--- src/rtl/control_escalado_secuencial.sv ---
// control_escalado_secuencial: raster-order bilinear downscale scheduler (4 reads, fire, write per pixel).
// Optional CONTADOR_CICLOS_EN adds o_ciclos_total, a busy-cycle counter frozen at o_hecho.
module control_escalado_secuencial #(
  parameter int DIM_W  = 10,
  parameter int ADDR_W = 20
) (
  input  logic              clk,
  input  logic              rst_n,
  input  logic              i_inicio,
  input  logic [DIM_W-1:0]  i_ancho_in,
  input  logic [DIM_W-1:0]  i_alto_in,
  input  logic [DIM_W-1:0]  i_ancho_out,
  input  logic [DIM_W-1:0]  i_alto_out,
  input  logic [15:0]       i_paso,
  output logic              o_mem_rd,
  output logic [ADDR_W-1:0] o_mem_dir,
  input  logic [7:0]        i_mem_dato,
  output logic              o_iniciar,
  output logic [7:0]        o_p00,
  output logic [7:0]        o_p10,
  output logic [7:0]        o_p01,
  output logic [7:0]        o_p11,
  output logic [15:0]       o_fx,
  output logic [15:0]       o_fy,
  input  logic [7:0]        i_pixel_in,
  output logic              o_wr_en,
  output logic [ADDR_W-1:0] o_wr_dir,
  output logic [7:0]        o_wr_dato,
  output logic              o_ocupado,
`ifdef CONTADOR_CICLOS_EN
  output logic [31:0]       o_ciclos_total,
`endif
  output logic              o_hecho
);
  typedef enum logic [3:0] {
    REPOSO, CALC, LEE00, CAP00, LEE10, CAP10, LEE01, CAP01, LEE11, CAP11,
    DISPARO, ESPERA, ESCRIBE, FIN
  } estado_t;
  estado_t r_estado, w_sig;
  logic [DIM_W-1:0] r_ancho_in, r_alto_in, r_ancho_out, r_alto_out;
  logic [15:0] r_paso;
  logic [DIM_W-1:0] r_ox, r_oy, r_xi, r_x1, r_yi, r_y1;
  logic [DIM_W+7:0] r_xs, r_ys;
  logic [7:0] r_p00, r_p10, r_p01, r_p11, r_fx, r_fy;
  logic [DIM_W-1:0] w_xmax, w_ymax, w_xe, w_ye, w_xi, w_yi, w_x1, w_y1, w_sx, w_sy;
  logic w_acepta, w_fin_fila, w_ultimo;
  assign w_acepta   = (r_estado == REPOSO) && i_inicio;
  assign w_fin_fila = r_ox == r_ancho_out - DIM_W'(1);
  assign w_ultimo   = w_fin_fila && (r_oy == r_alto_out - DIM_W'(1));
  // Integer source coordinate and its +1 neighbour, both clamped inside the image
  assign w_xmax = r_ancho_in - DIM_W'(1);
  assign w_ymax = r_alto_in - DIM_W'(1);
  assign w_xe   = r_xs[DIM_W+7:8];
  assign w_ye   = r_ys[DIM_W+7:8];
  assign w_xi   = (w_xe > w_xmax) ? w_xmax : w_xe;
  assign w_yi   = (w_ye > w_ymax) ? w_ymax : w_ye;
  assign w_x1   = (w_xi >= w_xmax) ? w_xmax : w_xi + DIM_W'(1);
  assign w_y1   = (w_yi >= w_ymax) ? w_ymax : w_yi + DIM_W'(1);
  always_comb begin
    w_sig = r_estado;
    case (r_estado)
      REPOSO:  w_sig = !i_inicio ? REPOSO :
                       (i_ancho_out == '0 || i_alto_out == '0) ? FIN : CALC;
      ESCRIBE: w_sig = w_ultimo ? FIN : CALC;
      FIN:     w_sig = REPOSO;
      default: w_sig = estado_t'(r_estado + 4'd1);
    endcase
  end
  assign o_mem_rd  = r_estado inside {LEE00, LEE10, LEE01, LEE11};
  assign o_iniciar = r_estado == DISPARO;
  assign o_wr_en   = r_estado == ESCRIBE;
  assign o_hecho   = r_estado == FIN;
  assign o_ocupado = !(r_estado inside {REPOSO, FIN});
  assign w_sx      = (r_estado inside {LEE10, LEE11}) ? r_x1 : r_xi;
  assign w_sy      = (r_estado inside {LEE01, LEE11}) ? r_y1 : r_yi;
  assign o_mem_dir = o_mem_rd ? ADDR_W'(w_sy) * ADDR_W'(r_ancho_in) + ADDR_W'(w_sx) : '0;
  assign o_wr_dir  = o_wr_en ? ADDR_W'(r_oy) * ADDR_W'(r_ancho_out) + ADDR_W'(r_ox) : '0;
  assign o_wr_dato = o_wr_en ? i_pixel_in : '0;
  assign o_p00 = r_p00;
  assign o_p10 = r_p10;
  assign o_p01 = r_p01;
  assign o_p11 = r_p11;
  assign o_fx  = {8'h00, r_fx};
  assign o_fy  = {8'h00, r_fy};
  always_ff @(posedge clk or negedge rst_n) begin
    if (!rst_n) begin
      r_estado    <= REPOSO;
      r_ancho_in  <= '0;
      r_alto_in   <= '0;
      r_ancho_out <= '0;
      r_alto_out  <= '0;
      r_paso      <= '0;
      r_ox        <= '0;
      r_oy        <= '0;
      r_xs        <= '0;
      r_ys        <= '0;
      r_xi        <= '0;
      r_x1        <= '0;
      r_yi        <= '0;
      r_y1        <= '0;
      r_fx        <= '0;
      r_fy        <= '0;
      r_p00       <= '0;
      r_p10       <= '0;
      r_p01       <= '0;
      r_p11       <= '0;
    end else begin
      r_estado <= w_sig;
      if (w_acepta) begin
        r_ancho_in  <= i_ancho_in;
        r_alto_in   <= i_alto_in;
        r_ancho_out <= i_ancho_out;
        r_alto_out  <= i_alto_out;
        r_paso      <= i_paso;
        r_ox        <= '0;
        r_oy        <= '0;
        r_xs        <= '0;
        r_ys        <= '0;
      end
      if (r_estado == CALC) begin
        r_xi <= w_xi;
        r_x1 <= w_x1;
        r_yi <= w_yi;
        r_y1 <= w_y1;
        r_fx <= r_xs[7:0];
        r_fy <= r_ys[7:0];
      end
      if (r_estado == CAP00) r_p00 <= i_mem_dato;
      if (r_estado == CAP10) r_p10 <= i_mem_dato;
      if (r_estado == CAP01) r_p01 <= i_mem_dato;
      if (r_estado == CAP11) r_p11 <= i_mem_dato;
      if (r_estado == ESCRIBE) begin
        r_ox <= w_fin_fila ? '0 : r_ox + DIM_W'(1);
        r_xs <= w_fin_fila ? '0 : r_xs + (DIM_W+8)'(r_paso);
        if (w_fin_fila) begin
          r_oy <= r_oy + DIM_W'(1);
          r_ys <= r_ys + (DIM_W+8)'(r_paso);
        end
      end
    end
  end
`ifdef CONTADOR_CICLOS_EN
  logic [31:0] r_ciclos;
  always_ff @(posedge clk or negedge rst_n) begin
    if (!rst_n) r_ciclos <= '0;
    else if (w_acepta) r_ciclos <= '0;
    else if (o_ocupado) r_ciclos <= r_ciclos + 32'd1;
  end
  assign o_ciclos_total = r_ciclos;
`endif
endmodule

--- config.mk ---
export PLATFORM = sky130hd
export DESIGN_NAME = control_escalado_secuencial
export DESIGN_NICKNAME = d
export VERILOG_FILES = /design/src/rtl/control_escalado_secuencial.sv
export SDC_FILE = /design/constraint.sdc
export NUM_CORES = 1
export LEC_CHECK = 0
export CAP_MARGIN = 20
export CORE_UTILIZATION = 41
export CTS_CLUSTER_DIAMETER = 40
export CTS_CLUSTER_SIZE = 24
export DETAILED_ROUTE_END_ITERATION = 8
export PLACE_DENSITY_LB_ADDON = 0.12
export SYNTH_ARGS = -nofsm -noshare
export SYNTH_HDL_FRONTEND = slang
export SYNTH_SLANG_ARGS = --single-unit
--- constraint.sdc ---
create_clock -name clk -period 11.2 [get_ports clk]
set_input_delay 2.24 -clock clk [delete_from_list [all_inputs] [get_ports clk]]
set_output_delay 2.24 -clock clk [all_outputs]
set_load 0.02 [all_outputs]
==> metrics.cfg, run 1 <==
[run_status]
status=complete, no violations

[timing]
period_needed_ns=10.14
hold_viol=0
tns_ns=0
timing.slew.headroom_pct=40.3
final.period_utilization_pct=90.6
drv_slew=0
setup_viol=0
rsz0062_at_grt=no
fmax_ghz=0.0986
worst_pin_slew_ns=0.896
worst_slack_ns=1.06
finClkSkew_ns=0.0186

[yosys]
async_flop_share_pct=100
ys_ff_latch=204
synth_cell_types=76
syn_inst=2283
syn_area_um2=19900
synth-edff-count=0
synth_seq_area_share_pct=25.7
yosysWarnings=0
avgSynthCellArea_um2=8.70
synth_top_flop_cell=dfrtp_1

[critical_path]
cp_max_fo=13
end_kind=primary output
critPathBufInv=7
worstPathRequired_ns=8.96
r2r_start=r_ancho_in[0]
cpMostUsedCell=inv_1
path_class=flop to primary output
crit_cells=25
startpoint_type=flop
arrival_ns=7.90
r2r_cells=18
critical-path-top-delay-family=adder cells
startpoint=r_estado[0]
cp_slowest_cell=clkdlybuf4s50_1
r2r-end=r_x1[3]
slowest_delay_ns=0.62
r2r_slack_ns=5.10
endpoint=o_mem_dir[19]

[clocking]
h-tree-depth=2
clkTransAtPathRegs_ns=0.05
post_cts_resized=0
post_cts_buffers=0
cts_sinks=204
ctsHoldBuffers=0
cts.path.max_buffers=3
cts_tree=yes
root_buffer=clkbuf_16
clock_latency_ns=0.56
cts_made_buffers=41

[cells_and_area]
top_regs=r_xs: 18 flops, r_ys: 18 flops, r_paso: 16 flops
syn2layout_area_growth_pct=18.8
antenna_cells=0
mostFrequentLayoutCell=nand2_1
final.fill_count=4594
drive_gt1_share_pct=6.61
final_core_util_pct=49.4
nNetsFinal=2842
stdcell_area_um2=23600
final_cell_mix=431 x nand2_1, 236 x inv_1, 204 x dfrtp_1

[global_route]
track_usage_pct=21.9
grt_max_degree=83
gr-total-overflow=0
antenna_found_initial=1
grt_pass1_wl_um=87400
grt_pass1_vias=17000

[floorplanning]
core_area_um2=47700
die_w_um=222
die_h_um=222
die_area_um2=49300
start_util_pct=41.6
ios=192
rows=80

[place]
dpl.hpwl_um=38900
routabilityCongestion=0.838
pre_cts_slack_ns=1.65
dpl_cell_area_um2=22100
io_buffers=175

[routing]
vias=16000
ant_nets=0
drtPass1Iterations=5
wl_um=51700
drtIter0Drc=870
vias_per_cell=5.23
drc=0
avgRoutedWirePerCell_um=16.9

[power]
p_leak_nw=11.5
finalPower_w=0.00688
vdd_drop_max_v=0.000190
p_per_area_nw_per_um2=292

[worst_hold_path]
min_path_type=flop to flop

[flow_run]
drv_cap=0

-- where the power goes --
group	internal, W	switching [W]
Clock	0.000926	0.000441
Sequential	0.00103	0.000440
Combinational	0.00170	0.00235
-- per-stage QoR --
step	hold slack [ns]	std cells
after floorplan	0.435	2298
after global placement	0.455	2993
after detailed placement	0.456	2993
after CTS	0.467	3066
after global routing	0.481	3066
final	0.461	3066
-- logic make-up after synthesis --
| logic type | share of synthesized area [%] |
|---|---|
| AOI/OAI and AO/OA | 10.7 |
| xor gates and xnor gates | 4.94 |
| adders and majority gates | 27.3 |
| buffers and inverters | 7.06 |
| DFF | 25.7 |
| muxes | 4.40 |
| other | 0.0189 |
| and+or+nand+nor | 19.9 |
-- cell usage after synthesis (4+ instances only) --
cell type  count  area [um2]
nand2_1      432        1620
inv_1        236         886
dfrtp_1      204        5100
ha_1         200        2500
fa_1         146        2920
o21ai_0      104         521
and2_1       101         632
nor2_1       100         375
clkbuf_1      83         312
a21oi_1       73         365
xnor2_1       72         631
nand3_1       52         260
mux2_2        50         563
nor3_1        44         220
xor2_1        40         350
a21o_1        31         233
mux2i_1       31         310
and3_1        20         125
nand2b_1      17         106
buf_4         16         120
o21ai_1       16        80.1
nor4_1        15        93.8
a211oi_1      12        90.1
or4_1         12        90.1
a31oi_1       11        68.8
nor2b_1       11        68.8
nand4_1        9        56.3
o211ai_1       9        67.6
o21a_1         9        67.6
or2_2          9        56.3
or3_1          9        56.3
nor3b_1        8        60.1
o31ai_1        8        60.1
a22o_1         6        52.6
a211o_1        5        43.8
buf_2          5        25.0
a2111oi_0      4        35.0
a31o_2         4        35.0
buf_6          4        45.0
o21bai_1       4        30.0
-- worst min path at each step --
stage          slack [ns]     from  cells past startpoint      end
6_report             0.46  r_x1[2]                      2  r_x1[2]
3_3_place_gp         0.46  r_x1[2]                      2  r_x1[2]
5_1_grt              0.48  r_x1[2]                      2  r_x1[2]
2_1_floorplan        0.43  r_x1[2]                      2  r_x1[2]
4_1_cts              0.47  r_x1[2]                      2  r_x1[2]
3_5_place_dp         0.46  r_x1[2]                      2  r_x1[2]
-- worst min-delay path: stages (launching register included) --
cell and delay (ns):
dfrtp_1 0.33, nand2_1 0.05, nand2_1 0.05
-- per-layer routing --
metal	up-vias	share of wire [%]	GRT usage (%)
met4	2	2.3	6.56
li1	7830	-	-
met5	-	0.025	0
met2	275	48	37.3
met1	7866	46	28.8
met3	76	3.6	2.96
-- area by class of cell --
type / instances / area, um2 / share of cell area (%)
clock buffer: 50 / 1120 / 4.75
clock inverter: 23 / 413 / 1.75
inverter: 237 / 890 / 3.77
multi-input combinational: 1746 / 13400 / 56.9
sequential: 204 / 5100 / 21.6
tap: 615 / 769 / 3.26
timing repair buffer: 191 / 1880 / 7.95
Power figures use the tool's default switching activity.
==> run 2, diff against run 1 <==
--- a/config.mk
+++ b/config.mk
@@ -6,6 +6,7 @@
 export NUM_CORES = 1
 export LEC_CHECK = 0
 export CAP_MARGIN = 20
+export CORE_MARGIN = 4
 export CORE_UTILIZATION = 41
 export CTS_CLUSTER_DIAMETER = 40
 export CTS_CLUSTER_SIZE = 24
==> constraint.sdc (replaced) <==
create_clock -name clk -period 11.3 [get_ports clk]
set_input_delay 2.26 -clock clk [delete_from_list [all_inputs] [get_ports clk]]
set_output_delay 2.26 -clock clk [all_outputs]
set_load 0.02 [all_outputs]
==> run 2 against run 1 <==
  * Sequential power about the same
  * Critical path depth fell by 1
  * Worst setup slack better by 0.084 ns
  * Total power is 1.5% higher
  * Clock power rose by 10%
  * Final cell count is 0.46% higher
  * Routed wire length increased by 1.9%
  * Sequential cell count unchanged
  * Non-clock buffer count unchanged
  * Die area grew 5.5%
  * Register-to-register slack worse by 0.05 ns
==> metrics.cfg, run 2 (synthesized netlist as in run 1, its figures left out) <==
[clocking]
cts_sinks=204  ; unchanged
root_buffer=clkbuf_16
post_cts_resized=0  ; unchanged
clock_latency_ns=0.58  ; +0.02 ns
cts.path.max_buffers=3  ; unchanged
ctsHoldBuffers=0  ; unchanged
h-tree-depth=2  ; unchanged
clkTransAtPathRegs_ns=0.05  ; about the same
post_cts_buffers=0  ; unchanged
cts_tree=yes
cts_made_buffers=46  ; +12%

[floorplanning]
die_area_um2=52100  ; +5.5%
core_area_um2=47800  ; +0.21%
start_util_pct=41.5  ; -0.087 points
ios=192  ; unchanged
rows=80  ; unchanged
die_h_um=228  ; +2.7%
die_w_um=228  ; +2.7%

[place]
dpl.hpwl_um=39300  ; +1.2%
routabilityCongestion=0.838  ; about the same
io_buffers=175  ; unchanged

[critical_path]
r2r_slack_ns=5.05  ; -0.05 ns
critical-path-top-delay-family=adder cells
r2r_start=r_ancho_in[0]
critPathBufInv=6  ; -1
path_class=flop to primary output
worstPathRequired_ns=9.04  ; +0.08 ns
slowest_delay_ns=0.62  ; about the same
path_cells=inv_1 > ha_1 > nand2_1 > o21ai_1 > buf_4 > mux2_2 > nand2_1 > fa_1 > fa_1 > fa_1 > inv_1 > fa_1 > inv_1 > fa_1 > inv_1 > ha_1 > a2111oi_0 > o21ai_0 > a41o_1 > a41oi_1 > a21oi_1 > a31o_2 > mux2i_1 > clkdlybuf4s50_1
r2r-end=r_x1[3]
cp_slowest_cell=clkdlybuf4s50_1
startpoint_type=flop
r2r_cells=18  ; unchanged
cpMostUsedCell=fa_1
cp_max_fo=13  ; unchanged
arrival_ns=7.90  ; about the same
end_kind=primary output
startpoint=r_estado[0]

[power]
p_leak_nw=11.6  ; +0.95%
vdd_drop_max_v=0.000135  ; -29%
p_per_area_nw_per_um2=293  ; +0.51%

[timing]
tns_ns=0  ; unchanged
setup_viol=0  ; unchanged
timing.slew.headroom_pct=41.4  ; +1.1 points
drv_slew=0  ; unchanged
finClkSkew_ns=0.0344  ; +0.0158 ns
holdWs_ns=0.470  ; +0.00925 ns
worst_pin_slew_ns=0.879  ; -0.0169 ns
rsz0062_at_grt=no
hold_viol=0  ; unchanged
fmax_ghz=0.0984
final.period_utilization_pct=89.9
period_needed_ns=10.16

[routing]
drc=0  ; unchanged
wl_um=52700  ; +1.9%
avgRoutedWirePerCell_um=17.1  ; +1.5%
vias=16200  ; +0.64%
drtPass1Iterations=5  ; unchanged
ant_nets=0  ; unchanged
vias_per_cell=5.24  ; +0.18%
drtIter0Drc=821  ; -5.6%

[cells_and_area]
syn2layout_area_growth_pct=20.0
top_regs=r_xs: 18 flops, r_ys: 18 flops, r_paso: 16 flops
drive_gt1_share_pct=7.19  ; +0.58 points
mostFrequentLayoutCell=nand2_1
nNetsFinal=2847  ; +0.18%
final_cell_mix=431 x nand2_1, 236 x inv_1, 204 x dfrtp_1

[worst_hold_path]
hold_start=r_fx[3]
min_path_cells=2  ; unchanged
min_path_type=flop to flop
hold_path_end=r_fx[3]

[global_route]
grt_max_degree=90  ; +8.4%
grt_pass1_vias=16900  ; -0.43%
grt_pass1_wl_um=88500  ; +1.3%
track_usage_pct=20.5  ; -1.4 points
gr-total-overflow=0  ; unchanged
antenna_found_initial=1  ; unchanged

[run_status]
status=complete, no violations

[flow_run]
drv_cap=0  ; unchanged

==> run 2: per-layer routing <==
layer | up-vias | share of wire, % | track usage (%)
met4 | 0 | 2.1 | 5.28
met1 | 7911 | 46 | 27.5
met5 | - | 0 | 0
met2 | 306 | 48 | 34.7
li1 | 7856 | - | -
met3 | 78 | 4.3 | 3.33
==> run 2: final cells by class <==
| class | instances | area (um2) |
|---|---|---|
| fill | 4633 | 24000 |
| multi-input combinational | 1746 | 13400 |
| sequential | 204 | 5100 |
| timing repair buffer | 191 | 1880 |
| clock buffer | 51 | 1210 |
| inverter | 237 | 890 |
| tap | 615 | 769 |
| clock inverter | 34 | 546 |
| antenna | 2 | 5.00 |
==> run 2: through the flow <==
step	setup WS, ns	power (W)	cell area [um2]	instances	utilization [%]
2_1_floorplan	2.34	0.00430	19900	2298	-
3_3_place_gp	1.81	0.00543	22100	2993	46.1
3_5_place_dp	1.66	0.00549	22100	2993	46.1
4_1_cts	1.06	0.00707	23800	3078	49.8
5_1_grt	0.501	0.00770	23800	3078	49.8
6_report	1.14	0.00698	23800	3080	49.8
==> run 2: worst max path at each step <==
stage	end	slack [ns]	depth (start not counted)
finish	o_mem_dir[19]	1.14	24
floorplan	o_mem_dir[19]	2.34	24
detailed placement	o_mem_dir[19]	1.66	24
global route	o_mem_dir[19]	0.50	25
CTS	o_mem_dir[19]	1.06	25
global placement	o_mem_dir[19]	1.81	25
==> run 2: worst reg2reg max path, delay by kind of cell (launching register included) <==
kind / cells / cell delay [ns]
xor gates and xnor gates: 1 / 0.31
DFF: 1 / 0.58
muxes: 2 / 0.92
and+or+nand+nor: 4 / 1.41
adders and majority gates: 3 / 0.93
buffers and inverters: 3 / 0.64
AOI/OAI and AO/OA: 5 / 1.36
==> run 2: where the power goes <==
part	leakage [nW]	total [W]	internal, W	switching, W
logic	8.11	0.00401	0.00169	0.00233
clock network	0.837	0.00151	0.00103	0.000480
registers	2.64	0.00146	0.00102	0.000436
total	11.6	0.00698	0.00374	0.00324
